## config.mk

```make
export PLATFORM = sky130hd
export DESIGN_NAME = memory_port_arbiter
export DESIGN_NICKNAME = d
export VERILOG_FILES = /design/src/rtl/memory_port_arbiter_pkg.sv /design/src/rtl/memory_port_arbiter_arb2_select.sv /design/src/rtl/memory_port_arbiter.sv
export SDC_FILE = /design/constraint.sdc
export NUM_CORES = 1
export LEC_CHECK = 0
export CELL_PAD_IN_SITES_DETAIL_PLACEMENT = 2
export CELL_PAD_IN_SITES_GLOBAL_PLACEMENT = 2
export CORE_AREA = 2 2 165 167
export CTS_BUF_LIST = sky130_fd_sc_hd__clkbuf_4 sky130_fd_sc_hd__clkbuf_8 sky130_fd_sc_hd__clkbuf_16
export DETAILED_ROUTE_END_ITERATION = 8
export DIE_AREA = 0 0 167 169
export PLACE_DENSITY_LB_ADDON = 0.05
export RECOVER_POWER = 50
export SETUP_SLACK_MARGIN = 0.1
export SYNTH_ARGS = -nofsm -noshare
export SYNTH_HDL_FRONTEND = slang
export SYNTH_HIERARCHICAL = 1
export SYNTH_SLANG_ARGS = --single-unit
```

## constraint.sdc

```tcl
create_clock -name clock -period 8 [get_ports clock]
set_clock_uncertainty 0.2 [all_clocks]
set_input_delay 1.6 -clock clock [delete_from_list [all_inputs] [get_ports clock]]
set_output_delay 1.6 -clock clock [all_outputs]
set_load 0.01 [all_outputs]
```

## src/rtl/memory_port_arbiter_pkg.sv

```systemverilog
// Shared types for memory_port_arbiter: FSM states, transaction owner and memory operation.
package memory_port_arbiter_pkg;

    typedef enum logic [1:0] {
        ST_IDLE,
        ST_ISSUE,
        ST_WAIT_RESP
    } state_e;

    typedef enum logic {
        OWNER_I,
        OWNER_D
    } owner_e;

    typedef enum logic {
        OP_READ,
        OP_WRITE
    } op_e;

endpackage

```

## src/rtl/memory_port_arbiter_arb2_select.sv

```systemverilog
// Two-way requester chooser: d-side fixed priority, or alternate on ties when ROUND_ROBIN != 0.
module memory_port_arbiter_arb2_select
    import memory_port_arbiter_pkg::*;
#(
    parameter int unsigned ROUND_ROBIN = 0
) (
    input  logic   clock,
    input  logic   reset,
    input  logic   req_i,
    input  logic   req_d,
    input  logic   force_i,
    input  logic   grant,
    output owner_e owner
);

    owner_e last_q;
    owner_e last_d;

    always_comb begin
        owner = OWNER_D;
        if (req_i && !req_d) begin
            owner = OWNER_I;
        end else if (req_i && req_d) begin
            if (force_i) begin
                owner = OWNER_I;
            end else if ((ROUND_ROBIN != 0) && (last_q == OWNER_D)) begin
                owner = OWNER_I;
            end
        end
    end

    // Pointer remembers the side granted last; it moves only when a grant is made.
    always_comb begin
        last_d = last_q;
        if (grant) begin
            last_d = owner;
        end
    end

    always_ff @(posedge clock or posedge reset) begin
        if (reset) begin
            last_q <= OWNER_I;
        end else begin
            last_q <= last_d;
        end
    end

endmodule

```

## src/rtl/memory_port_arbiter.sv

```systemverilog
// Shares one memory port between fetch (i) and load/store (d) with one outstanding transaction.
// Optional ARB_STARVE_GUARD_EN forces an i grant after STARVE_LIMIT consecutive contested d grants.
module memory_port_arbiter
    import memory_port_arbiter_pkg::*;
#(
    parameter int unsigned CORE            = 0,
    parameter int unsigned DATA_WIDTH      = 32,
    parameter int unsigned ADDRESS_BITS    = 20,
    parameter int unsigned ROUND_ROBIN     = 0,
    parameter int unsigned STARVE_LIMIT    = 4,
    parameter int unsigned SCAN_CYCLES_MIN = 0,
    parameter int unsigned SCAN_CYCLES_MAX = 1000
) (
    input  logic                    clock,
    input  logic                    reset,
    input  logic                    i_req_valid,
    input  logic [ADDRESS_BITS-1:0] i_req_address,
    output logic                    i_req_ready,
    output logic                    i_resp_valid,
    output logic [DATA_WIDTH-1:0]   i_resp_data,
    output logic [ADDRESS_BITS-1:0] i_resp_address,
    input  logic                    d_req_read,
    input  logic                    d_req_write,
    input  logic [ADDRESS_BITS-1:0] d_req_address,
    input  logic [DATA_WIDTH-1:0]   d_req_data,
    output logic                    d_req_ready,
    output logic                    d_resp_valid,
    output logic [DATA_WIDTH-1:0]   d_resp_data,
    output logic [ADDRESS_BITS-1:0] d_resp_address,
    output logic                    mem_read,
    output logic                    mem_write,
    output logic [ADDRESS_BITS-1:0] mem_address,
    output logic [DATA_WIDTH-1:0]   mem_data_out,
    input  logic                    mem_ready,
    input  logic                    mem_resp_valid,
    input  logic [DATA_WIDTH-1:0]   mem_resp_data,
    input  logic [ADDRESS_BITS-1:0] mem_resp_address,
    input  logic                    scan
);

    state_e                  state_q, state_d;
    owner_e                  owner_q, owner_d;
    op_e                     op_q, op_d;
    logic [ADDRESS_BITS-1:0] addr_q, addr_d;
    logic                    mem_read_q, mem_read_d;
    logic                    mem_write_q, mem_write_d;
    logic [ADDRESS_BITS-1:0] mem_address_q, mem_address_d;
    logic [DATA_WIDTH-1:0]   mem_data_out_q, mem_data_out_d;
    logic                    i_resp_valid_q, i_resp_valid_d;
    logic [DATA_WIDTH-1:0]   i_resp_data_q, i_resp_data_d;
    logic [ADDRESS_BITS-1:0] i_resp_address_q, i_resp_address_d;
    logic                    d_resp_valid_q, d_resp_valid_d;
    logic [DATA_WIDTH-1:0]   d_resp_data_q, d_resp_data_d;
    logic [ADDRESS_BITS-1:0] d_resp_address_q, d_resp_address_d;

    logic   d_req;
    logic   grant;
    logic   force_i;
    logic   take_write;
    owner_e sel;
    logic   unused_cfg;

    // Scan tracing is simulation-only; the configuration is kept for interface compatibility.
    assign unused_cfg = scan ^ (CORE > 0) ^ (SCAN_CYCLES_MIN > SCAN_CYCLES_MAX) ^ (STARVE_LIMIT > 0);

    assign d_req      = d_req_read | d_req_write;
    // No grant while a response pulse is on the outputs, so back-to-back grants are one cycle apart.
    assign grant      = !reset && (state_q == ST_IDLE) && !i_resp_valid_q && !d_resp_valid_q
                        && (i_req_valid || d_req);
    assign take_write = (sel == OWNER_D) && d_req_write;

    assign i_req_ready = grant && (sel == OWNER_I);
    assign d_req_ready = grant && (sel == OWNER_D);

    memory_port_arbiter_arb2_select #(
        .ROUND_ROBIN(ROUND_ROBIN)
    ) u_arb2_select (
        .clock  (clock),
        .reset  (reset),
        .req_i  (i_req_valid),
        .req_d  (d_req),
        .force_i(force_i),
        .grant  (grant),
        .owner  (sel)
    );

`ifdef ARB_STARVE_GUARD_EN
    localparam int unsigned STARVE_W = $clog2(STARVE_LIMIT + 1);
    logic [STARVE_W-1:0] starve_q, starve_d;

    assign force_i = (starve_q == STARVE_W'(STARVE_LIMIT));

    always_comb begin
        starve_d = starve_q;
        if (!i_req_valid || (grant && (sel == OWNER_I))) begin
            starve_d = '0;
        end else if (grant && !force_i) begin
            starve_d = starve_q + 1'b1;
        end
    end
`else
    assign force_i = 1'b0;
`endif

    always_comb begin
        state_d          = state_q;
        owner_d          = owner_q;
        op_d             = op_q;
        addr_d           = addr_q;
        mem_read_d       = mem_read_q;
        mem_write_d      = mem_write_q;
        mem_address_d    = mem_address_q;
        mem_data_out_d   = mem_data_out_q;
        i_resp_valid_d   = 1'b0;
        i_resp_data_d    = i_resp_data_q;
        i_resp_address_d = i_resp_address_q;
        d_resp_valid_d   = 1'b0;
        d_resp_data_d    = d_resp_data_q;
        d_resp_address_d = d_resp_address_q;
        case (state_q)
            ST_IDLE: begin
                if (grant) begin
                    owner_d        = sel;
                    op_d           = take_write ? OP_WRITE : OP_READ;
                    addr_d         = (sel == OWNER_D) ? d_req_address : i_req_address;
                    mem_read_d     = !take_write;
                    mem_write_d    = take_write;
                    mem_address_d  = addr_d;
                    mem_data_out_d = take_write ? d_req_data : '0;
                    state_d        = ST_ISSUE;
                end
            end
            ST_ISSUE: begin
                if (mem_ready) begin
                    mem_read_d     = 1'b0;
                    mem_write_d    = 1'b0;
                    mem_address_d  = '0;
                    mem_data_out_d = '0;
                    state_d        = (op_q == OP_WRITE) ? ST_IDLE : ST_WAIT_RESP;
                end
            end
            ST_WAIT_RESP: begin
                if (mem_resp_valid && (mem_resp_address == addr_q)) begin
                    if (owner_q == OWNER_I) begin
                        i_resp_valid_d   = 1'b1;
                        i_resp_data_d    = mem_resp_data;
                        i_resp_address_d = mem_resp_address;
                    end else begin
                        d_resp_valid_d   = 1'b1;
                        d_resp_data_d    = mem_resp_data;
                        d_resp_address_d = mem_resp_address;
                    end
                    state_d = ST_IDLE;
                end
            end
            default: state_d = ST_IDLE;
        endcase
    end

    always_ff @(posedge clock or posedge reset) begin
        if (reset) begin
            state_q          <= ST_IDLE;
            owner_q          <= OWNER_I;
            op_q             <= OP_READ;
            addr_q           <= '0;
            mem_read_q       <= 1'b0;
            mem_write_q      <= 1'b0;
            mem_address_q    <= '0;
            mem_data_out_q   <= '0;
            i_resp_valid_q   <= 1'b0;
            i_resp_data_q    <= '0;
            i_resp_address_q <= '0;
            d_resp_valid_q   <= 1'b0;
            d_resp_data_q    <= '0;
            d_resp_address_q <= '0;
`ifdef ARB_STARVE_GUARD_EN
            starve_q         <= '0;
`endif
        end else begin
            state_q          <= state_d;
            owner_q          <= owner_d;
            op_q             <= op_d;
            addr_q           <= addr_d;
            mem_read_q       <= mem_read_d;
            mem_write_q      <= mem_write_d;
            mem_address_q    <= mem_address_d;
            mem_data_out_q   <= mem_data_out_d;
            i_resp_valid_q   <= i_resp_valid_d;
            i_resp_data_q    <= i_resp_data_d;
            i_resp_address_q <= i_resp_address_d;
            d_resp_valid_q   <= d_resp_valid_d;
            d_resp_data_q    <= d_resp_data_d;
            d_resp_address_q <= d_resp_address_d;
`ifdef ARB_STARVE_GUARD_EN
            starve_q         <= starve_d;
`endif
        end
    end

    assign mem_read       = mem_read_q;
    assign mem_write      = mem_write_q;
    assign mem_address    = mem_address_q;
    assign mem_data_out   = mem_data_out_q;
    assign i_resp_valid   = i_resp_valid_q;
    assign i_resp_data    = i_resp_data_q;
    assign i_resp_address = i_resp_address_q;
    assign d_resp_valid   = d_resp_valid_q;
    assign d_resp_data    = d_resp_data_q;
    assign d_resp_address = d_resp_address_q;

endmodule
```

# Word level (Yosys, flattened, before mapping)
# Index checks and enable logic that the tools add are counted.
# word_totals
word_cells	70
ff_bits	184
inputBits	132
# op_classes
n_eq_ne	6
mux	26
reduce_logical	22
bitwise	2
# op_table
operator	n
32-bit two-way mux	3
32-bit one-hot mux with 2 select lines	1
20-bit two-way mux	3
20-bit one-hot mux with 2 select lines	1
20-bit == test	1
3-bit AND reduction	4
1-bit two-way mux	11
1-bit logical AND	9
2-bit two-way mux	4
2-bit != test (second input constant)	3
2-bit one-hot mux with 3 select lines	1
1-bit logical NOT	5
1-bit one-hot mux with 2 select lines	2
2-bit by 1-bit == test with 1-bit output (second input constant)	1
2-bit == test (second input constant)	1
2-bit logical NOT	1
2-bit AND reduction	1
2-bit nonzero test	1
1-bit logical OR	1
1-bit NOT	1
1-bit OR	1

# Logic depth before layout (Yosys ltp)
# Gate-level depths: netlist of run 1.
# depth
word_depth	8
mapped_depth	8
depth_no_buf	6

# Hierarchy
# The synthesis of run 1 kept the hierarchy.
# by_module_without_submodules
module	n_inst	seq_area_each_um2	area_per_inst_um2	cells_per_inst
memory_port_arbiter	1	4604.4	7558.5	489
memory_port_arbiter_arb2_select	1	0.0	12.5	2

# Worst setup path after synthesis of run 1
# No wires, ideal clock.
# synth_path
path_kind	in2out
startpoint	in reset
endpoint	out i_req_ready
path_buffers	2
slack_ps	3331
stages	6
arrival_ps	2869
cell_sequence	or4_1 > nor2_1 > o21ai_1 > clkbuf_1 > clkbuf_1 > nor2_1
# synth_via
elab_chain_len	6
# synth_rtl
item	line_no	rtl
from (decl)	memory_port_arbiter.sv:15	input logic reset,
1-bit logical NOT (no line)	-	
1-bit logical AND (3 in series)	memory_port_arbiter.sv:68	assign grant = !reset && (state_q == ST_IDLE) && !i_resp_valid_q && !d_resp_valid_q
1-bit logical AND	memory_port_arbiter.sv:69	&& (i_req_valid || d_req);
1-bit logical AND	memory_port_arbiter.sv:72	assign i_req_ready = grant && (sel == OWNER_I);
to (decl)	memory_port_arbiter.sv:18	output logic i_req_ready,
# No other way between the ends.

# Worst setup path in the final report of run 1
# layout_path
startpoint	in reset
endpoint	out d_req_ready
# layout_via
elab_chain_len	6
# layout_rtl
item	line_no	rtl
1-bit logical NOT (no line)	-	
1-bit logical AND (3 in series)	memory_port_arbiter.sv:68	
1-bit logical AND	memory_port_arbiter.sv:69	
1-bit logical AND	memory_port_arbiter.sv:73	assign d_req_ready = grant && (sel == OWNER_D);
to (decl)	memory_port_arbiter.sv:26	output logic d_req_ready,
# No other way between the ends.

==> metrics.md, run 1 <==
| Metric | Value |
|---|---|
| Gate count of the mapped netlist | 490 |
| Port Buf Inserts | between 200 and 300 |
| CTS tree | yes |
| Floorplan Core Area | 0.02650 mm2 |
| Starting DRT DRC Count | 142 |
| Startpoint class of the critical path | input pin |
| Number of standard cells in the final layout excluding fillers | roughly 1,100 |
| Post-route minimum period | 5796 ps |
| Total Negative Setup Slacks | 0 ps |
| Standby leakage power | 5.764 nW |
| Clock Latency Late Sink | between 400 and 500 ps |
| Result of the run | complete, no violations |
| Largest buffer count on any clock path | 2 |
| Critical path start-end classification | in2out |
| Count of H-tree levels built during CTS | 4 |
| Number of hold violations in the final report | 0 |
| Count of max-cap constraint violations | 0 |
| CTS Root Buffer Type | sky130_fd_sc_hd__clkbuf_16 |
| Clock sink total | 184 |
| Number of global-route vias before repair | 5,976 |
| Die Width | 167 um |
| Post-CTS setup buffer count | 0 |
| Most used cells in the layout excluding fill and tap cells | 184 x sky130_fd_sc_hd__dfrtp_1, 154 x sky130_fd_sc_hd__clkdlybuf4s50_1, 138 x sky130_fd_sc_hd__dlygate4sd3_1 |
| Worst hold-check path type | reg2reg |
| Total standard cell area after synthesis | around 0.0076 mm2 |
| Average instance area after synthesis | 15.44 um2 |
| Die outline area | 0.02822 mm2 |
| Fraction of layout instances using a drive strength above 1 | 0.1911 |
| Post-DP Area | 0.01071 mm2 |
| Worst IR drop on VDD | roughly 100 uV |
| Total of warnings raised by yosys | 6 |
| Count of boundary I/O pins | 294 |
| Worst-path fanout max | 20 |
| Weighted congestion reported at the end of routability-driven placement | 0.7267 |
| Worst setup slack after placement | 2278 ps |
| Register area | 0.004604 mm2 |
| Arrival time reported for the critical path endpoint | 4000 ps |
| Ratio of final minimum period to clock period | 0.7245 |
| Net Count, Synth | 622 |
| Starting density of the core | 0.2856 |
| PD cells | 247.1 mW/mm2 |
| Fillcell total | 2,645 |
| # DRC | 0 |
| Share of the core filled with cells | 0.4255 |
| DIE HEIGHT | 169 um |
| Count of standard-cell rows | 60 |
| Max Freq | 172.5 MHz |
| Combined area of the multi-input logic cells | 0.002700 mm2 |
| Most common cell after layout, fill and taps aside | sky130_fd_sc_hd__dfrtp_1 |
| Global-route wire length before repair | 36.16 mm |
| Number of iterations in the first detailed-routing pass | 4 |
| Routed Wire Length | 22.82 mm |
| Number of nets in the final layout | ~900 |
| Summed area of non-filler cells in the final layout | about 0.011 mm2 |
| Max-slew violations | 0 |
| Detailed placement HPWL | 16.68 mm |
| Area growth, synth to finish | 49.02% |
| Cell count after placement | 1,099 |
| Data required time of the worst path | 6200 ps |
| Initial antenna violation count | 1 |
| Pin count of the biggest net entering global routing | 130 |
| Unrepaired setup endpoints after global routing | no |
| Number of nets still failing antenna checks after routing | 0 |
| Wire per inst | approximately 20 um |
| Total global routing overflow | 0 |
| Number of hold buffers added after cts | 0 |
| Tightest Pin Transition | 1083 ps |
| Total number of vias | 5,140 |
| Total CTS buffers | 17 |
| Setup-violating endpoint count in the final report | 0 |
| Post-CTS clock slew at the launch and capture registers of the worst setup and hold paths | 80 ps |
| Total GRT Usage | 0.1657 |
| Number of instances resized during post-cts repair | 0 |
| Critical path endpoint category | primary output |
| Crit path setup slack, layout | 2204 ps |
| Via-to-Cell Ratio | approximately 4.5 |
| Slew HR | 0.2777 |
==> stage by stage <==
step	power, mW	hold WS [ps]
floorplan	1.624	231.1
global placement	2.039	249.0
detailed placement	2.068	265.0
CTS	2.891	281.9
global route	2.959	299.4
finish	2.786	273.6
==> metal layers <==
layer / vias up / part of all wire / global-route usage
li1: 2315 / - / -
met5: - / 0 / 0
met3: 24 / 0.053 / 0.04068
met4: 0 / 0.017 / 0.05660
met2: 171 / 0.50 / 0.2795
met1: 2630 / 0.43 / 0.2084
==> sequential cells by signal, summed over array words and instances (netlist names) <==
name	count
mem_write	1
op_q	1
i_resp_data	32
i_resp_address	20
i_resp_valid	1
state_q	2
mem_read	1
addr_q	20
mem_address	20
d_resp_valid	1
mem_data_out	32
d_resp_data	32
d_resp_address	20
owner_q	1
==> power breakdown <==
part	internal (mW)	total, mW	switching (mW)
logic	0.407	0.759	0.353
clock network	0.414	0.799	0.384
registers	1.11	1.23	0.118
total	1.93	2.79	0.855
==> final cells by class <==
class,instances,share of cell area
Sequential cell,184,0.4083
Multi-Input combinational cell,274,0.2394
Timing Repair Buffer,298,0.2635
Clock buffer,19,0.03905
Clock inverter,12,0.009986
Antenna cell,1,0.0002219
Inverter,3,0.001664
Tap cell,341,0.03783
==> path summary, 6_finish.rpt <==
path | startpoint | end | slack, ps | depth (start not counted)
min | op_q | state_q[1] | 270 | 1
max reg2reg | addr_q[8] | i_resp_address[19] | 5010 | 6
min in group asynchronous | reset | mem_address[13] | 1690 | 2
max in group asynchronous | reset | i_resp_data[2] | 4620 | 3
min reg2reg | op_q | state_q[1] | 270 | 1
max | reset | d_req_ready | 2200 | 6
==> worst max-delay path, stage by stage <==
cell	delay, ps
sky130_fd_sc_hd__dlygate4sd3_1	620
sky130_fd_sc_hd__or4_1	520
sky130_fd_sc_hd__nor2_1	220
sky130_fd_sc_hd__o21ai_4	220
sky130_fd_sc_hd__nor2_1	230
sky130_fd_sc_hd__clkdlybuf4s50_1	580
(Power assumes the default switching activity.)
==> run 2, diff against run 1 <==
- CORE_AREA: 2 2 165 167 -> 2 2 174 176
- DIE_AREA: 0 0 167 169 -> 0 0 176 178
- clock period: 8 -> 5.2 ns (I/O delays scaled with it)
==> run 2 against run 1 <==
The run now ends with capacitance limit, slew limit left. Design area rose by 1.0%. Wire length grew 3.5%. Clock-buffer cell count did not move. Critical endpoint unchanged. Largest power group unchanged. Highest routed layer unchanged.
==> metrics.md, run 2 (synthesis gave the netlist of run 1 again) <==
| Metric | Value |
|---|---|
| Fillcell total | 2,889 |
| Total GRT Usage | 0.1540 |
| Wire per inst | 19.93 um |
| Tightest Pin Transition | 2746 ps |
| Startpoint class of the critical path | input pin |
| Number of hold buffers added after cts | 0 |
| Number of hold violations in the final report | 0 |
| Switching pwr | 1.351 mW |
| Power Total | 4.370 mW |
| Most common cell after layout, fill and taps aside | sky130_fd_sc_hd__clkdlybuf4s50_1 |
| Worst-path fanout max | 21 |
| Initial antenna violation count | 0 |
| Detailed placement HPWL | approximately 18 mm |
| Max stage delay on crit path | 580 ps |
| Family with the most delay on the worst path | buffers and inverters |
| Count of standard-cell rows | 63 |
| Routed Wire Length | around 24 mm |
| Starting density of the core | 0.2574 |
| Arrival time reported for the critical path endpoint | 3430 ps |
| DIE HEIGHT | 178 um |
| Critical path cell sequence | dlygate4sd3_1 -> or4_1 -> nor2_1 -> o21ai_4 -> nor2_1 -> clkdlybuf4s50_1 |
| Clk pwr share | 0.296 |
| Worst setup slack after placement | 640.8 ps |
| Port Buf Inserts | ~300 |
| Count of H-tree levels built during CTS | 4 |
| Worst hold-check path type | reg2reg |
| Int Power | 3.019 mW |
| Number of standard cells in the final layout excluding fillers | 1,185 |
| Die outline area | 0.03133 mm2 |
| Starting DRT DRC Count | 187 |
| Clock sink total | 184 |
| Fraction of layout instances using a drive strength above 1 | 0.1962 |
| Clock Latency Late Sink | about 430 ps |
| Switching share of total power | 0.3092 |
| Global-route wire length before repair | 36.63 mm |
| Ratio of final minimum period to clock period | 0.8973 |
| Data required time of the worst path | just under 4000 ps |
| Violations in the final reports | capacitance limit, slew limit |
| Relative contribution of combinational cells to total power | 0.271 |
| Worst hold margin | 278.9 ps |
| Worst path bufs/invs | 2 |
| Most used cell along the critical path | sky130_fd_sc_hd__nor2_1 |
| Cell count after placement | about 1,200 |
| Total number of vias | around 5,200 |
| Unrepaired setup endpoints after global routing | no |
| Result of the run | complete, but fails checks |
| Critical path endpoint category | primary output |
| CTS tree | yes |
| Worst IR drop on VDD | 180.6 uV |
| Number of instances resized during post-cts repair | 0 |
| PD cells | 383.6 mW/mm2 |
| Number of antenna diodes | 0 |
| Crit path setup slack, layout | about 530 ps |
| Standby leakage power | around 5.6 nW |
| Pin count of the biggest net entering global routing | 108 |
| Portion of total power attributed to sequential cells | 0.432 |
| Most used cells in the layout excluding fill and tap cells | 210 x sky130_fd_sc_hd__clkdlybuf4s50_1, 184 x sky130_fd_sc_hd__dfrtp_1, 82 x sky130_fd_sc_hd__dlygate4sd3_1 |
| Max-slew violations | roughly 190 |
| Via-to-Cell Ratio | approximately 4.4 |
| Weighted congestion reported at the end of routability-driven placement | 0.7353 |
| Setup-violating endpoint count in the final report | 0 |
| CTS Root Buffer Type | sky130_fd_sc_hd__clkbuf_16 |
| Number of iterations in the first detailed-routing pass | 4 |
| Slew HR | -0.8308 |
| Post-CTS setup buffer count | 0 |
| Number of global-route vias before repair | ~6,000 |
| Cell with the biggest individual delay on the critical path | sky130_fd_sc_hd__clkdlybuf4s50_1 |
| Total Negative Setup Slacks | 0 ps |
| Number of nets still failing antenna checks after routing | 0 |
| Reg-to-reg setup timing slack | around 2300 ps |
| Area growth, synth to finish | 50.56% |
| Largest buffer count on any clock path | 2 |
| # DRC | 0 |
| Total global routing overflow | 0 |
| Critical path start-end classification | in2out |
| Post-CTS clock slew at the launch and capture registers of the worst setup and hold paths | 80 ps |
| Post-route minimum period | 4666 ps |
| Floorplan Core Area | between 0.02 and 0.03 mm2 |
| Die Width | between 150 and 200 um |
| Count of boundary I/O pins | 294 |
| Number of nets in the final layout | 914 |
| Max Freq | 214.3 MHz |
| Total CTS buffers | 17 |
| Count of max-cap constraint violations | 2 |
-- run 2: stage by stage --
step,cell area [um2],util
2_1_floorplan,7571,-
3_3_place_gp,10840,0.3688
3_5_place_dp,10840,0.3688
4_1_cts,11430,0.3886
5_1_grt,11390,0.3875
6_report,11390,0.3875
-- run 2: final timing paths --
kind,cells past startpoint,startpoint,endpoint
worst max register to register,7,state_q[0],mem_data_out[8]
min in group asynchronous,3,reset,i_resp_valid
worst min register to register,1,mem_address[8],mem_address[8]
max in group asynchronous,3,reset,i_resp_address[0]
worst min-delay path,1,mem_address[8],mem_address[8]
worst max-delay path,6,reset,d_req_ready
-- run 2: routing by layer --
layer | GRT usage | share of wire
met1 | 0.1952 | 0.44
met2 | 0.2646 | 0.50
met3 | 0.03666 | 0.044
met4 | 0.03960 | 0.011
met5 | 0 | 0
-- run 2: area by class of cell --
cell class,instances,area [um2],share of cell area
Sequential cell,184,4604,0.4041
Timing Repair Buffer,302,3005,0.2638
Multi-Input combinational cell,274,2700,0.2370
Tap cell,390,488.0,0.04283
Clock buffer,19,452.9,0.03975
Clock inverter,13,130.1,0.01142
Inverter,3,12.51,0.001098
-- run 2: power groups by stage --
stage | Sequential, mW | Clock (mW) | Combinational [mW]
final | 1.89 | 1.29 | 1.19
after global routing | 1.93 | 1.40 | 1.30
after CTS | 1.90 | 1.36 | 1.27
after detailed placement | 1.92 | 0 | 1.26
after global placement | 1.91 | 0 | 1.23
after floorplan | 1.97 | 0 | 0.525
